**config.mk**
```make
export PLATFORM = sky130hd
export DESIGN_NAME = ps2_keyboard_decoder
export DESIGN_NICKNAME = d
export VERILOG_FILES = /design/src/rtl/ps2_keyboard_decoder.sv
export SDC_FILE = /design/constraint.sdc
export NUM_CORES = 1
export LEC_CHECK = 0
export CAP_MARGIN = 20
export CORE_MARGIN = 5
export CORE_UTILIZATION = 35
export CTS_CLUSTER_DIAMETER = 100
export CTS_CLUSTER_SIZE = 30
export DETAILED_ROUTE_END_ITERATION = 10
export GPL_TIMING_DRIVEN = 0
export SLEW_MARGIN = 0
export SYNTH_ARGS = -nofsm -noshare
export SYNTH_HDL_FRONTEND = slang
export SYNTH_SLANG_ARGS = --single-unit
```
**constraint.sdc**
```tcl
create_clock -name clk -period 3 [get_ports clk]
set_input_delay 0.6 -clock clk [delete_from_list [all_inputs] [get_ports clk]]
set_output_delay 0.6 -clock clk [all_outputs]
set_load 0.01 [all_outputs]
```
**src/rtl/ps2_keyboard_decoder.sv**
```systemverilog
// PS/2 keyboard receiver: synchronises and filters the PS/2 pins, deframes device->host
// frames, tracks scan code set 2 prefixes and shift state, and maps key events to ASCII.
module ps2_keyboard_decoder #(
  parameter int unsigned FILTER_LEN     = 8,
  parameter int unsigned TIMEOUT_CYCLES = 50000
) (
  input  logic       clk,
  input  logic       reset,
  input  logic       ps2_clk_async,
  input  logic       ps2_data_async,
  output logic [7:0] scan_code,
  output logic [7:0] ascii_code,
  output logic       key_pressed,
  output logic       key_released
);

  localparam int unsigned FW = (FILTER_LEN > 1) ? $clog2(FILTER_LEN) : 1;
  localparam int unsigned TW = (TIMEOUT_CYCLES > 1) ? $clog2(TIMEOUT_CYCLES) : 1;

  logic [1:0]    clk_sync, data_sync;
  logic          clk_filt, clk_filt_q;
  logic [FW-1:0] filt_cnt;
  logic          fall;

  logic [3:0]    bit_cnt;
  logic [9:0]    shreg;
  logic [TW-1:0] timer;
  logic          byte_rdy;
  logic [7:0]    byte_val;

  logic          brk_flag, ext_flag, shift_flag;

  function automatic logic [7:0] ascii_map(input logic [7:0] code, input logic shift);
    logic [7:0] a;
    a = '0;
    case (code)
      8'h1C: a = 8'h61;  8'h32: a = 8'h62;  8'h21: a = 8'h63;  8'h23: a = 8'h64;
      8'h24: a = 8'h65;  8'h2B: a = 8'h66;  8'h34: a = 8'h67;  8'h33: a = 8'h68;
      8'h43: a = 8'h69;  8'h3B: a = 8'h6A;  8'h42: a = 8'h6B;  8'h4B: a = 8'h6C;
      8'h3A: a = 8'h6D;  8'h31: a = 8'h6E;  8'h44: a = 8'h6F;  8'h4D: a = 8'h70;
      8'h15: a = 8'h71;  8'h2D: a = 8'h72;  8'h1B: a = 8'h73;  8'h2C: a = 8'h74;
      8'h3C: a = 8'h75;  8'h2A: a = 8'h76;  8'h1D: a = 8'h77;  8'h22: a = 8'h78;
      8'h35: a = 8'h79;  8'h1A: a = 8'h7A;
      8'h45: a = 8'h30;  8'h16: a = 8'h31;  8'h1E: a = 8'h32;  8'h26: a = 8'h33;
      8'h25: a = 8'h34;  8'h2E: a = 8'h35;  8'h36: a = 8'h36;  8'h3D: a = 8'h37;
      8'h3E: a = 8'h38;  8'h46: a = 8'h39;
      8'h29: a = 8'h20;  8'h5A: a = 8'h0D;  8'h66: a = 8'h08;  8'h76: a = 8'h1B;
      8'h0D: a = 8'h09;
      default: a = '0;
    endcase
    // Shift only affects letters; digits and control codes are unchanged.
    if (shift && a >= 8'h61 && a <= 8'h7A)
      a = a - 8'h20;
    return a;
  endfunction

  assign fall = clk_filt_q & ~clk_filt;

  // Pin synchronisers and clock glitch filter; idle level is high.
  always_ff @(posedge clk) begin
    if (reset) begin
      clk_sync   <= '1;
      data_sync  <= '1;
      clk_filt   <= 1'b1;
      clk_filt_q <= 1'b1;
      filt_cnt   <= '0;
    end else begin
      clk_sync   <= {clk_sync[0], ps2_clk_async};
      data_sync  <= {data_sync[0], ps2_data_async};
      clk_filt_q <= clk_filt;
      if (clk_sync[1] == clk_filt) begin
        filt_cnt <= '0;
      end else if (filt_cnt == FW'(FILTER_LEN - 1)) begin
        clk_filt <= clk_sync[1];
        filt_cnt <= '0;
      end else begin
        filt_cnt <= filt_cnt + 1'b1;
      end
    end
  end

  // Deframer: an edge takes priority over an expiring timeout.
  always_ff @(posedge clk) begin
    if (reset) begin
      bit_cnt  <= '0;
      shreg    <= '0;
      timer    <= '0;
      byte_rdy <= 1'b0;
      byte_val <= '0;
    end else begin
      byte_rdy <= 1'b0;
      if (fall) begin
        timer <= '0;
        if (bit_cnt == 4'd10) begin
          bit_cnt  <= '0;
          byte_val <= shreg[8:1];
          byte_rdy <= ~shreg[0] & data_sync[1] & (^shreg[9:1]);
        end else begin
          shreg   <= {data_sync[1], shreg[9:1]};
          bit_cnt <= bit_cnt + 4'd1;
        end
      end else if (bit_cnt != 4'd0) begin
        if (timer == TW'(TIMEOUT_CYCLES - 1)) begin
          bit_cnt <= '0;
          timer   <= '0;
        end else begin
          timer <= timer + 1'b1;
        end
      end else begin
        timer <= '0;
      end
    end
  end

  always_ff @(posedge clk) begin
    if (reset) begin
      scan_code    <= '0;
      ascii_code   <= '0;
      key_pressed  <= 1'b0;
      key_released <= 1'b0;
      brk_flag     <= 1'b0;
      ext_flag     <= 1'b0;
      shift_flag   <= 1'b0;
    end else begin
      key_released <= 1'b0;
      if (byte_rdy) begin
        if (byte_val == 8'hE0) begin
          ext_flag <= 1'b1;
        end else if (byte_val == 8'hF0) begin
          brk_flag <= 1'b1;
        end else begin
          if (byte_val == 8'h12 || byte_val == 8'h59)
            shift_flag <= ~brk_flag;
          scan_code    <= byte_val;
          ascii_code   <= ext_flag ? 8'h00 : ascii_map(byte_val, shift_flag);
          key_pressed  <= ~brk_flag;
          key_released <= brk_flag;
          brk_flag     <= 1'b0;
          ext_flag     <= 1'b0;
        end
      end
    end
  end

endmodule

```
== Word level (Yosys, flattened, before mapping) ==
Memory sizes are Yosys's and may differ from the RTL's. A register that Yosys moved wholly into a read port is not among the register bits.
Index checks and enable logic that the tools add are counted.

* Output and inout port bits: 18
* Bits of input ports: 4
* Register bits after elaboration: 69
* Memories kept: 1
* ROM bits: 896

{| class="wikitable"
|+ Memory list
! memory !! depth !! width !! read ports !! clocked after Yosys merged registers in !! wr ports !! line !! RTL
|-
| (no name shown) || 128 || 7 || 1 || 1 || 0 || 36 || <nowiki>case (code)</nowiki>
|}

* Equal/unequal tests: 9
* Multiplexer cells: 16
* Bitwise operators: 13
* Order comparisons: 2
* Add/sub/neg operators: 4
* Reduce and logical (&&, ||, !) cells: 19

{| class="wikitable"
|+ Operators with widths
! cell !! count
|-
| $mux 8 || 7
|-
| $add 16x1->16 const B || 1
|-
| $eq 16x16->1 const B || 1
|-
| $eq 8x8->1 const B || 2
|-
| $mux 4 || 4
|-
| $mux 7 || 2
|-
| $reduce_and 2->1 || 6
|-
| $not 1->1 || 10
|-
| $reduce_xor 9->1 || 1
|-
| $eq 8x5->1 const B || 1
|-
| $eq 8x7->1 const B || 1
|-
| $ge 8x7->1 const B || 1
|-
| $le 8x7->1 const B || 1
|-
| $reduce_or 4->1 || 2
|-
| $sub 8x6->8 const B || 1
|-
| $reduce_or 3->1 || 2
|-
| $add 4x1->4 const B || 1
|-
| $eq 4x4->1 const B || 1
|-
| $reduce_and 4->1 || 1
|-
| $reduce_bool 2->1 || 2
|-
| $reduce_bool 4->1 || 1
|-
| $add 3x1->3 const B || 1
|-
| $and 1x1->1 || 3
|-
| $eq 3x3->1 const B || 1
|-
| 6 further kinds || 9
|}

== Logic depth before layout (Yosys ltp) ==
Gate-level depths: netlist of run 1.

* Word-level depth: 10
* Mapped depth: 16
* Mapped depth without buffers: 14

== Least setup slack after synthesis of run 1 ==
No wires, ideal clock.

* Path kind: reg-to-reg
* Start: register bit_cnt[0]
* End: register with a tool-made name
* Cell stages (with the launch flop): 17
* Required time: 2.878 ns
* Data arrival time: 2.828 ns
* Path slack: 0.050 ns
* Library setup time: 0.122 ns
* Cells stage by stage: dfxtp_1 -> inv_1 -> ha_1 -> and3b_1 -> nand2_1 -> buf_2 -> buf_1 -> nand2_1 -> a21oi_1 -> inv_1 -> ha_1 -> a21oi_1 -> o21ai_0 -> mux2i_1 -> o21ai_0 -> and3_1 -> o32a_1

{| class="wikitable"
|+ RTL lines
! item !! line !! RTL
|-
| from (decl) || 25 || <nowiki>logic [3:0] bit_cnt;</nowiki>
|-
| from (signal assigned) || 100 || <nowiki>bit_cnt <= bit_cnt + 4'd1;</nowiki>
|}

==> results of run 1 <==
## state kept, by name, summed over array words and instances (netlist names), named ones only
signal,flops
data_sync,2
byte_val,8
brk_flag,1
clk_filt,1
scan_code,8
ascii_code,8
shift_flag,1
key_pressed,1
byte_rdy,1
clk_filt_q,1
key_released,1
clk_sync,2
shreg,10
ext_flag,1
timer,16
filt_cnt,3
bit_cnt,4
## synth_stat cells, types with 4 or more instances
cell       count  area share
nand3b_1       7       0.012
o22ai_1        4      0.0057
nand4_1        9       0.013
a2111oi_0      5      0.0099
ha_1          13       0.037
a31oi_1        6      0.0085
a211oi_1       7       0.012
nor2b_1        6      0.0085
a21oi_1       63       0.071
nor3_1         9       0.010
dfxtp_1       76        0.34
inv_1         16       0.014
xor2_1        13       0.026
or2_2          6      0.0085
a21o_1         4      0.0068
o21ai_0       19       0.022
and2_1         5      0.0071
nand3_1       22       0.025
o21a_1         4      0.0068
and3_1         5      0.0071
nand2_1       66       0.056
a22oi_1        4      0.0068
nand2b_1      17       0.024
buf_6          4       0.010
buf_2         12       0.014
nor4_1         8       0.011
nand4b_1       4      0.0079
nor2_1        47       0.040
xnor2_1       11       0.022
clkbuf_1      21       0.018
or4_1          4      0.0068
## cell type report
cell class	count	area (um2)	area share
Tap cell	172	215.2	0.04123
Inverter	17	76.32	0.01462
Clock buffer	13	250.2	0.04794
Sequential cell	76	1526	0.2924
Clock inverter	3	46.29	0.008869
Buffer	38	206.4	0.03955
Timing Repair Buffer	25	235.2	0.04506
Multi-Input combinational cell	427	2664	0.5103
## power groups by stage
| stage | sequential (mW) | clock (mW) | combinational (mW) |
|---|---|---|---|
| global placement | 1.04 | 0 | 0.0303 |
| detailed placement | 1.04 | 0 | 0.0302 |
| global route | 1.01 | 1.16 | 0.0325 |
| finish | 1.01 | 1.08 | 0.0294 |
| CTS | 1.01 | 1.11 | 0.0307 |
| floorplan | 1.04 | 0 | 0.0177 |
## metrics by stage
stage          instances  setup TNS, ps  cell area, um2  power [mW]
5_1_grt              771              0            5220       2.201
2_1_floorplan        562              0            4414       1.053
6_report             771              0            5220       2.118
4_1_cts              774              0            5206       2.152
3_3_place_gp         755          -8362            4840       1.066
3_5_place_dp         755          -7762            4840       1.066
## routing by layer
layer | up-vias | part of all wire | wire (um)
met2 | 215 | 0.45 | 6076
met1 | 1997 | 0.42 | 5567
met3 | 52 | 0.081 | 1084
met5 | - | 0 | 0
li1 | 2072 | - | -
met4 | 0 | 0.049 | 653
## timing repair
item,CTS,global route
setup endpoints to repair,7,6
resized for setup,21,14
hold buffers,0,0
gates cloned,0,0
setup buffers,3,1
endpoints found under the hold margin,0,0
pin swaps,2,2
## cell families after synthesis
family | after synthesis
flops | 76
xor+xnor | 24
simple gates | 236
mux | 1
buf+inv | 59
fa+ha+maj | 13
compound gates | 153
## worst register-to-register path: stages, from the launching register on
cell     delay, ps
dfxtp_4        360
inv_1           80
ha_2           210
and3b_2        230
buf_4          260
nand3_1        120
a21o_2         290
ha_4           210
a21oi_1        130
o21ai_0         80
mux2i_1        160
o21ai_1        110
and3_1         230
o32a_1         300
## cells in the final DEF (no fill, tap or decap), types with 9 or more instances in the layout
| cell | netlist | layout |
|---|---|---|
| o21ai_0 | 19 | 18 |
| clkdlybuf4s50_1 | 0 | 20 |
| nand4_1 | 9 | 9 |
| nand2b_1 | 17 | 17 |
| xor2_1 | 13 | 13 |
| ha_1 | 13 | 9 |
| clkbuf_16 | 0 | 9 |
| dfxtp_1 | 76 | 74 |
| xnor2_1 | 11 | 11 |
| inv_1 | 16 | 15 |
| nor2_1 | 47 | 47 |
| nand3_1 | 22 | 22 |
| clkbuf_1 | 21 | 23 |
| a21oi_1 | 63 | 61 |
| nor3_1 | 9 | 9 |
| nand2_1 | 66 | 64 |
## worst max-delay path by stage
stage                end  slack (ps)       start
2_1_floorplan  flip-flop          50  bit_cnt[0]
6_report       flip-flop         100  bit_cnt[0]
3_5_place_dp   flip-flop       -1140       reset
3_3_place_gp   flip-flop       -1140       reset
5_1_grt        flip-flop          30  bit_cnt[0]
4_1_cts        flip-flop           2       reset
==> flow_summary.json, run 1 <==
{
  "p_leak_nw": 1.739,
  "ir_drop_v": 0.0005118,
  "via_count": 4336,
  "dr.pass1.iters": 6,
  "p_int_mw": 1.690,
  "ys_async_sr_fraction": 0,
  "whs_ps": 409.0,
  "ys.flop_type": "dfxtp_1",
  "die_area_um2": 14960,
  "drc_errors": 0,
  "grt_use_total": 0.1868,
  "synth_xor_area_frac": 0.04762,
  "antenna_found_initial": 0,
  "die_h_um": 122.3,
  "cts_max_path_buffers": 2,
  "grt_pass1_vias": 4158,
  "cp-start-kind": "flip-flop",
  "initial_core_util": 0.3527,
  "synth-compound-area-share": 0.2197,
  "hold_class": "reg -> reg",
  "p_clk_frac": 0.508,
  "maxCapViolations": 0,
  "grt_pass1_wl_um": 21800,
  "crit_family": "compound AO/OA/AOI/OAI gates",
  "synth_nets": 579,
  "routed_wl_um": 13380,
  "crit_cells": 13,
  "routedWlPerCell_um": 17.36,
  "drt-initial-drc-count": 680,
  "whs_path_depth": 1,
  "clock_latency_ps": 340,
  "yosys.area_share.adder": 0.03685,
  "crit_path_end_kind": "flip-flop",
  "portBuffers": 21,
  "crit_path_cell_trace": "inv_1 -> ha_2 -> and3b_2 -> buf_4 -> nand3_1 -> a21o_2 -> ha_4 -> a21oi_1 -> o21ai_0 -> mux2i_1 -> o21ai_1 -> and3_1 -> o32a_1",
  "layout.nets": 611,
  "top_usage_layer": "met2",
  "fin_util": 0.4170,
  "critPathMaxStageDelay_ps": 360,
  "synth-edff-count": 0,
  "synthCells": 562,
  "ant_nets": 0,
  "cts_made_buffers": 9,
  "met2_usage": 0.2941,
  "rr_startpoint": "bit_cnt[0]",
  "slew_headroom": 0.3040,
  "synth.distinct_cells": 74,
  "place_hpwl_um": 9759,
  "core_area_um2": 12520,
  "cp.arrival_ps": 3120,
  "dpl_worst_slack_ps": -1137,
  "tightest_slew_ps": 1018,
  "cp_num_buf_inv": 2,
  "drive_gt1_frac": 0.1169,
  "finalHoldViolations": 0,
  "skew_ps": 6.532,
  "vias_per_cell": 5.624,
  "place_congestion": 0.9676,
  "powerDensity_nw_per_um2": 405.8,
  "setup_slack_ps": 101.1,
  "run_status": "complete, no violations",
  "fin_crit_sh": 0.9663,
  "ioPinCount": 22,
  "ys_warn_count": 0,
  "drv_slew": 0,
  "grtUsageMet3": 0.03871,
  "pwr-share-seq": 0.478,
  "globalRouteOverflowTotal": 0,
  "antenna_cells": 0,
  "power_frac_comb": 0.014,
  "h-tree-depth": 3,
  "syn_area_per_cell_um2": 7.855,
  "grt_max_degree": 13,
  "fp.dieW_um": 122.3,
  "tritoncts": "built",
  "cts.reportedPaths.clkPinSlew_ps": 60,
  "syn_area_um2": 4414,
  "ys_seq_area_frac": 0.3447,
  "synth_top_family_by_area": "simple AND/OR/NAND/NOR gates",
  "yosys.area_share.simple": 0.2837,
  "p_switching_mw": 0.4285,
  "crit_required_ps": 3220,
  "hp-start": "data_sync[0]",
  "reg2regPathDepth": 13,
  "fmax_mhz": 345.0,
  "r2r_slack_ps": 100,
  "min_period_ps": 2899,
  "slowest_stage": "dfxtp_4",
  "rows": 41,
  "synthMuxAreaShare": 0.002268,
  "switching_share": 0.2023,
  "grt.met1_usage": 0.2355,
  "whs_endpoint": "data_sync[1]",
  "cts_num_sinks": 76,
  "critical_path_class": "reg -> reg",
  "area_growth_pct": 18.25,
  "critical_path.max_fanout": 19,
  "setup_violations": 0,
  "fillCellCount": 1335,
  "synth-seq-cells": 76,
  "grt_setup_unrepaired": "no",
  "root_buffer": "clkbuf_16"
}
No activity file was read; power rests on OpenSTA's default activity.
==> inputs of run 2 (changes only) <==
Settings changed: GPL_TIMING_DRIVEN 0 to default.
==> flow_summary.json, run 2 (synthesized netlist as in run 1, its figures left out) <==
{
  "vias_per_cell": 5.633,
  "routed_wl_um": 13070,
  "crit_required_ps": 3230,
  "root_buffer": "clkbuf_16",
  "ir_drop_v": 0.0004749,
  "tritoncts": "built",
  "fillCellCount": 1278,
  "cts.reportedPaths.clkPinSlew_ps": 60,
  "whs_path_depth": 1,
  "antenna_cells": 0,
  "drv_slew": 0,
  "cts_made_buffers": 9,
  "area_growth_pct": 16.16,
  "ant_nets": 0,
  "reg_top3": "timer (16), shreg (10)",
  "tightest_slew_ps": 642.0,
  "core_area_um2": 12520,
  "h-tree-depth": 3,
  "largest_reg_flops": 16,
  "drt-initial-drc-count": 435,
  "antenna_found_initial": 0,
  "min_period_ps": 2777,
  "finalHoldViolations": 0,
  "grt_max_degree": 50,
  "cp-start-kind": "flip-flop",
  "initial_core_util": 0.3527,
  "hold_class": "reg -> reg",
  "dp_cells": 738,
  "p_leak_nw": 1.747,
  "fin_crit_sh": 0.9256,
  "slew_headroom": 0.5674,
  "drive_gt1_frac": 0.1067,
  "maxCapViolations": 0,
  "portBuffers": 21,
  "rows": 41,
  "dr.pass1.iters": 5,
  "drc_errors": 0,
  "layout_commonest_cell": "dfxtp_1",
  "fp.dieW_um": 122.3,
  "reg2regPathDepth": 14,
  "critical_path.max_fanout": 5,
  "place_congestion": 0.9407,
  "ioPinCount": 22,
  "layout.nets": 594,
  "whs_ps": 411.7,
  "powerDensity_nw_per_um2": 417.0,
  "routedWlPerCell_um": 17.36,
  "globalRouteOverflowTotal": 0,
  "p_total_mw": 2.138,
  "via_count": 4242,
  "grt_use_total": 0.1814,
  "cts_max_path_buffers": 2,
  "crit_path_end_kind": "flip-flop",
  "die_h_um": 122.3,
  "cp.arrival_ps": 3010,
  "fin_setup_tns_ps": 0,
  "layout_common_cells": "76 x dfxtp_1, 66 x nand2_1, 62 x a21oi_1",
  "run_status": "complete, no violations",
  "setup_violations": 0,
  "grt_pass1_vias": 3967,
  "clock_latency_ps": 350,
  "critical_path_class": "reg -> reg",
  "grt_setup_unrepaired": "no",
  "top_register": "timer",
  "fmax_mhz": 360.1,
  "cts_num_sinks": 76,
  "skew_ps": 6.258,
  "die_area_um2": 14960,
  "grt_pass1_wl_um": 21180,
  "place_hpwl_um": 9415,
  "stdcell_count": 753
}
run 2: cell types whose count changed in the layout (fill, tap and decap cells not counted), sizes merged:
cell,previous run,this run
buf,21,26
clkbuf,35,10
clkinv,2,4
inv,16,17
clkinvlp,1,0
run 2: path summary, 6_finish.rpt:
path | from | slack (ps) | to
max | bit_cnt[0] | 220 | flip-flop
max reg2reg | bit_cnt[0] | 220 | flip-flop
min | clk_sync[0] | 410 | clk_sync[1]
min reg2reg | clk_sync[0] | 410 | clk_sync[1]
run 2: layout make-up:
class | instances | area (um2) | share of cell area
Clock buffer | 10 | 239.0 | 0.04661
Clock inverter | 5 | 61.31 | 0.01196
Inverter | 17 | 76.32 | 0.01489
Multi-Input combinational cell | 427 | 2609 | 0.5088
Sequential cell | 76 | 1521 | 0.2967
Tap cell | 172 | 215.2 | 0.04197
Timing Repair Buffer | 46 | 405.4 | 0.07906
run 2: metal layers:
| layer | GRT usage | vias to the layer above | wire (um) |
|---|---|---|---|
| met5 | 0 | - | 0 |
| met4 | 0.1085 | 0 | 712 |
| met3 | 0.04194 | 62 | 896 |
| met2 | 0.2917 | 199 | 6024 |
| met1 | 0.2206 | 1944 | 5439 |
| li1 | - | 2037 | - |
run 2: through the flow:
stage | worst slack (ps) | instance area, um2 | util
after detailed placement | 179.6 | 4823 | 0.3853
final | 223.1 | 5127 | 0.4096
after global routing | 21.69 | 5127 | 0.4096
after CTS | 151.7 | 5124 | 0.4093
after global placement | 227.3 | 4823 | 0.3853
after floorplan | 50.21 | 4414 | -
run 2: power by group:
group / internal, mW / switching [mW]
Sequential: 1.01 / 0.00117
Combinational: 0.0106 / 0.0178
Clock: 0.666 / 0.431
Total: 1.69 / 0.450
run 2: worst max-delay path, stage by stage, from the launching register on:
cell     delay [ps]
dfxtp_1         390
inv_1           100
ha_1            240
and3b_1         200
nand2_1          80
nand2_1          80
a21oi_2         240
inv_1            90
ha_1            290
a21oi_1         160
o21ai_0          90
mux2i_1         140
o21ai_0          80
and3_1          190
o32a_1          290
run 2: repair_timing:
item                                    4_1_cts  5_1_grt
endpoints found under the setup margin        0        2
hold buffers                                  0        0
buffers inserted                              0        0
gates resized for setup                       0        2
==> edit 1, RTL diff (config.mk and constraints of run 2) <==
Put one more register stage on the output `scan_code`, without a reset. The value now appears one clock later. The other outputs are not delayed to match.
--- a/src/rtl/ps2_keyboard_decoder.sv
+++ b/src/rtl/ps2_keyboard_decoder.sv
@@ -18,2 +18,4 @@
   localparam int unsigned TW = (TIMEOUT_CYCLES > 1) ? $clog2(TIMEOUT_CYCLES) : 1;
+
+  logic [7:0] scan_code_s0;
 
@@ -116,3 +118,3 @@
     if (reset) begin
-      scan_code    <= '0;
+      scan_code_s0 <= '0;
       ascii_code   <= '0;
@@ -133,3 +135,3 @@
             shift_flag <= ~brk_flag;
-          scan_code    <= byte_val;
+          scan_code_s0 <= byte_val;
           ascii_code   <= ext_flag ? 8'h00 : ascii_map(byte_val, shift_flag);
@@ -144,2 +146,6 @@
 
+  always_ff @(posedge clk) begin
+    scan_code <= scan_code_s0;
+  end
+
 endmodule
Behaviour: no difference found for any inputs over 10 cycles, from zero or initial values and one cycle with reset high; that may be too few to reach the edited logic, so the function may still have changed.
==> edit 1 against run 2 <==
  * Count of clock-buffer cells in the layout rose by 1
  * Total power rose by 4.4%
  * Setup slack improved by 0.066 ns
  * Critical path depth fell by 4
  * Wire length fell by 17%
  * Area after synthesis shrank 2.2%
  * Global-route usage fell by 3.0 points
  * Clock skew barely moved
  * Sequential cell count grew 8
  * Design area fell by 2.7%
  * Combinational power shrank 5%
  * Critical path type unchanged
  * Highest routed layer unchanged
==> edit 1: results (changes against run 2) <==
Overall Global Routing Usage=0.151 (-0.0302); TritonRoute pass-1 iters=5 (unchanged); Arrival @ worst endpoint=2.95 ns (-0.06 ns); number of global-route vias before repair=3585 (-9.6%); DRC viols=0 (unchanged); Net Sw Power=441 µW (-1.9%); synth warn=0 (unchanged); pin count of the biggest net entering global routing=41 (-18%); count of different cell masters after synthesis=59 (-20%); Post-synth ARST share=0 (unchanged); layout cells sized above 1=0.0889 (-0.0178); WL met2=5010 µm (-17%); CTS H-tree depth=3 (unchanged); Cells after Synth=538 (-4.3%); Slew @ Worst Pin=0.582 ns (-0.0598 ns); M3 GR Usage=0.0322 (-0.00977); Post-synth top cells=dfxtp_1, nand2_1, a21oi_1; post-DP HPWL=7840 µm (-17%); Peak VDD IR=0.311 mV (-35%); WL final=10900 µm (-17%); post-synthesis sequential area ratio=0.389 (+0.0447); met2 GRT Util=0.246 (-0.0457); DR WL met3=610 µm (-32%); Net Count, Synth=555 (-4.1%); placed cell count=704 (-4.6%); max layer used=met4; WHS=0.349 ns (-0.0624 ns); DRT met1 WL=4810 µm (-12%); GPL Wtd Cong=0.909 (-3.4%); DP Area=4700 µm² (-2.6%); crit path max fanout=14 (+9); DR vias=3892 (-8.3%); fin crit share=0.904 (-0.0221); clock skew=0.00673 ns (+0.000471 ns); top cells by area, synth=dfxtp_1, a21oi_1, nand2_1; pre-CTS setup slack=0.343 ns (+0.163 ns); status=finished clean; drt first-iter violations=371 (-15%); Static Leak=0.00172 µW (-1.7%); port bufs=21 (unchanged); first-pass GRT wire length=17800 µm (-16%); Reg2Reg Setup Slack=0.29 ns (+0.07 ns); Global Route met1 Usage=0.185 (-0.0352); post-DR wirelength/cell=15.2 µm (-13%); Synth top area share=0.389 (+0.0447)
## edit 1: logic make-up (layout without fill, tap and decap cells)
kind of cell / Yosys count / count (layout) / synth area share
AND/OR/NAND/NOR: 226 / 226 / 0.263
multiplexers: 2 / 2 / 0.00492
adder cells (fa/ha/maj): 13 / 13 / 0.0377
flip-flops: 84 / 84 / 0.389
AO/OA/AOI/OAI: 137 / 137 / 0.203
XOR/XNOR: 23 / 23 / 0.0466
buffers and inverters: 53 / 66 / 0.0547
## edit 1: area by class of cell
cell class                      instances  area (µm²)
Multi-Input combinational cell        401        2410
Sequential cell                        84        1680
Timing Repair Buffer                   39         353
Clock buffer                           11         243
Tap cell                              168         210
Fill cell                            1246        7070
Clock inverter                          4        48.8
Inverter                               12        45.0
## edit 1: worst paths after layout
check                                                   from              endpoint  cells after the start
worst max-delay path                 bit_cnt[0]$_SDFFE_PP0P_              register                     10
worst min register to register  scan_code_s0[4]$_SDFFE_PP0P_  scan_code[4]$_DFF_P_                      0
worst max register to register       bit_cnt[0]$_SDFFE_PP0P_              register                     10
worst min-delay path            scan_code_s0[4]$_SDFFE_PP0P_  scan_code[4]$_DFF_P_                      0
## edit 1: critical path, stage by stage (launching register included)
cell	delay, ns
dfxtp_2	0.36
inv_1	0.06
ha_1	0.24
and3b_1	0.21
buf_4	0.18
nand4b_1	0.17
and2_1	0.39
inv_1	0.31
nor3_1	0.24
o21ai_0	0.16
a221oi_2	0.31
## edit 1: power by group through the flow
stage	Sequential, µW	Combinational [µW]	Clock, µW
finish	1120	27.0	1090
global route	1120	29.2	1170
CTS	1120	27.3	1110
detailed placement	1140	27.4	0
global placement	1140	26.6	0
floorplan	1140	17.2	0
==> edit 2, RTL diff (settings of run 2) <==
Made on the original files. Change the parameter `FILTER_LEN` from 8 to 32.
--- a/src/rtl/ps2_keyboard_decoder.sv
+++ b/src/rtl/ps2_keyboard_decoder.sv
@@ -3,3 +3,3 @@
 module ps2_keyboard_decoder #(
-  parameter int unsigned FILTER_LEN     = 8,
+  parameter int unsigned FILTER_LEN     = 32,
   parameter int unsigned TIMEOUT_CYCLES = 50000
Check against the original RTL: same outputs for any inputs over 10 cycles, from zero or initial values and one cycle with reset high; that may be too few to reach the edited logic, so the function may still have changed.
==> edit 2 against run 2 <==
  * Sequential cell count up 2
  * Sequential share of layout area grew 0.68 points
  * Utilization is 0.30 points higher
  * Worst hold slack got worse by 0.0026 ns
  * Area after synthesis is 0.20% lower
  * Total power grew 12%
  * Design area rose by 0.32%
  * Synthesized cell count shrank 2.8%
  * Setup slack better by 0.030 ns
  * Count of clock-buffer cells in the layout is 1 lower
  * Wire length down 12%
  * First-iteration DRC count decreased by 15%
  * Highest routed layer unchanged
==> edit 2: results (changes against run 2) <==
port bufs=21 (unchanged); first-pass GRT wire length=19300 µm (-8.8%); Post-synth ARST share=0 (unchanged); GRT overflow=0 (unchanged); number of global-route vias before repair=3772 (-4.9%); drt first-iter violations=370 (-15%); status=finished clean; hold buffer count at cts=0 (unchanged); Static Leak=0.00183 µW (+5.0%); CTS H-tree depth=3 (unchanged); GPL Wtd Cong=0.908 (-3.5%); Net Sw Power=447 µW (-0.51%); Worst-path clk slew=0.06 ns (about the same); synth warn=0 (unchanged); deepest clock path buffer count=2 (unchanged); pre-CTS setup slack=0.181 ns (+0.00114 ns); WL final=11500 µm (-12%); DR vias=3955 (-6.8%); TritonRoute pass-1 iters=5 (unchanged); Post-synth top cells=dfxtp_1, nand2_1, nor2_1; count of different cell masters after synthesis=82 (+11%); CTS buffer count=9 (unchanged); biggest regs=timer x16, shreg x10; fillers=1293 (+1.2%); crit path max fanout=7 (+2); initial antenna violation count=0 (unchanged); Net Count, Synth=563 (-2.8%); Peak VDD IR=0.244 mV (-49%); top cells by area, synth=dfxtp_1, a21oi_1, nand2_1; post-synthesis sequential area ratio=0.354 (+0.00977); Post-layout nets=572 (-3.7%); Overall Global Routing Usage=0.162 (-0.0190); pin count of the biggest net entering global routing=44 (-12%); Slew @ Worst Pin=0.577 ns (-0.0655 ns); slowest stage cell, crit path=dfxtp_1; post-DP HPWL=8300 µm (-12%); layout cells sized above 1=0.122 (+0.0149); clock skew=0.00487 ns (-0.00139 ns)
[edit 2: cell count changes in the layout (fill, tap and decap cells not counted), sizes merged, moves of 5 or more]
cell,delta
nor2,+5
a21oi,-12
nand3b,-5
buf,-9
nand2b,-8
o221ai,+5
[edit 2: path summary, 6_finish.rpt]
check | endpoint | from | depth (start not counted) | slack (ns)
worst max-delay path | register | bit_cnt[0]$_SDFFE_PP0P_ | 12 | 0.25
worst min-delay path | data_sync[1]$_SDFF_PP1_ | data_sync[0]$_SDFF_PP1_ | 1 | 0.41
worst max register to register | register | bit_cnt[0]$_SDFFE_PP0P_ | 12 | 0.25
worst min register to register | data_sync[1]$_SDFF_PP1_ | data_sync[0]$_SDFF_PP1_ | 1 | 0.41
[edit 2: cell families (layout without fill, tap and decap cells)]
| kind of cell | Yosys count | in the layout | share of synthesized area |
|---|---|---|---|
| AND/OR/NAND/NOR | 234 | 234 | 0.279 |
| multiplexers | 4 | 4 | 0.0125 |
| buffers and inverters | 55 | 68 | 0.0562 |
| adder cells (fa/ha/maj) | 13 | 13 | 0.0369 |
| flip-flops | 78 | 78 | 0.354 |
| AO/OA/AOI/OAI | 137 | 137 | 0.211 |
| XOR/XNOR | 25 | 25 | 0.0497 |
[edit 2: area by class of cell]
| cell class | count | area (µm²) | share of cell area |
|---|---|---|---|
| Multi-Input combinational cell | 413 | 2610 | 0.507 |
| Tap cell | 172 | 215 | 0.0418 |
| Timing Repair Buffer | 37 | 338 | 0.0657 |
| Inverter | 16 | 62.6 | 0.0122 |
| Clock inverter | 6 | 135 | 0.0263 |
| Clock buffer | 9 | 225 | 0.0438 |
| Sequential cell | 78 | 1560 | 0.304 |
[edit 2: stage by stage]
| step | hold WS, ns | utilization | std cells | cell area (µm²) |
|---|---|---|---|---|
| floorplan | 0.389 | - | 546 | 4410 |
| global placement | 0.393 | 0.383 | 716 | 4780 |
| detailed placement | 0.395 | 0.383 | 716 | 4780 |
| CTS | 0.413 | 0.412 | 731 | 5140 |
| global route | 0.424 | 0.413 | 731 | 5140 |
| finish | 0.409 | 0.413 | 731 | 5140 |
[edit 2: power groups by stage]
stage               sequential, µW  combinational (µW)  clock, µW
CTS                           1040                29.7       1350
finish                        1040                29.0       1320
global placement              1060                29.2          0
floorplan                     1060                18.8          0
detailed placement            1060                29.6          0
global route                  1040                32.4       1390
[edit 2: timing repair]
action                     CTS  global route
setup endpoints to repair    0             2
hold endpoints to repair     0             0
resized for setup            0             3
[edit 2: per-layer routing]
metal / track usage / routed length, µm
met2: 0.248 / 5270
met5: 0 / 0
met4: 0.0777 / 335
met1: 0.223 / 5240
met3: 0.0274 / 604
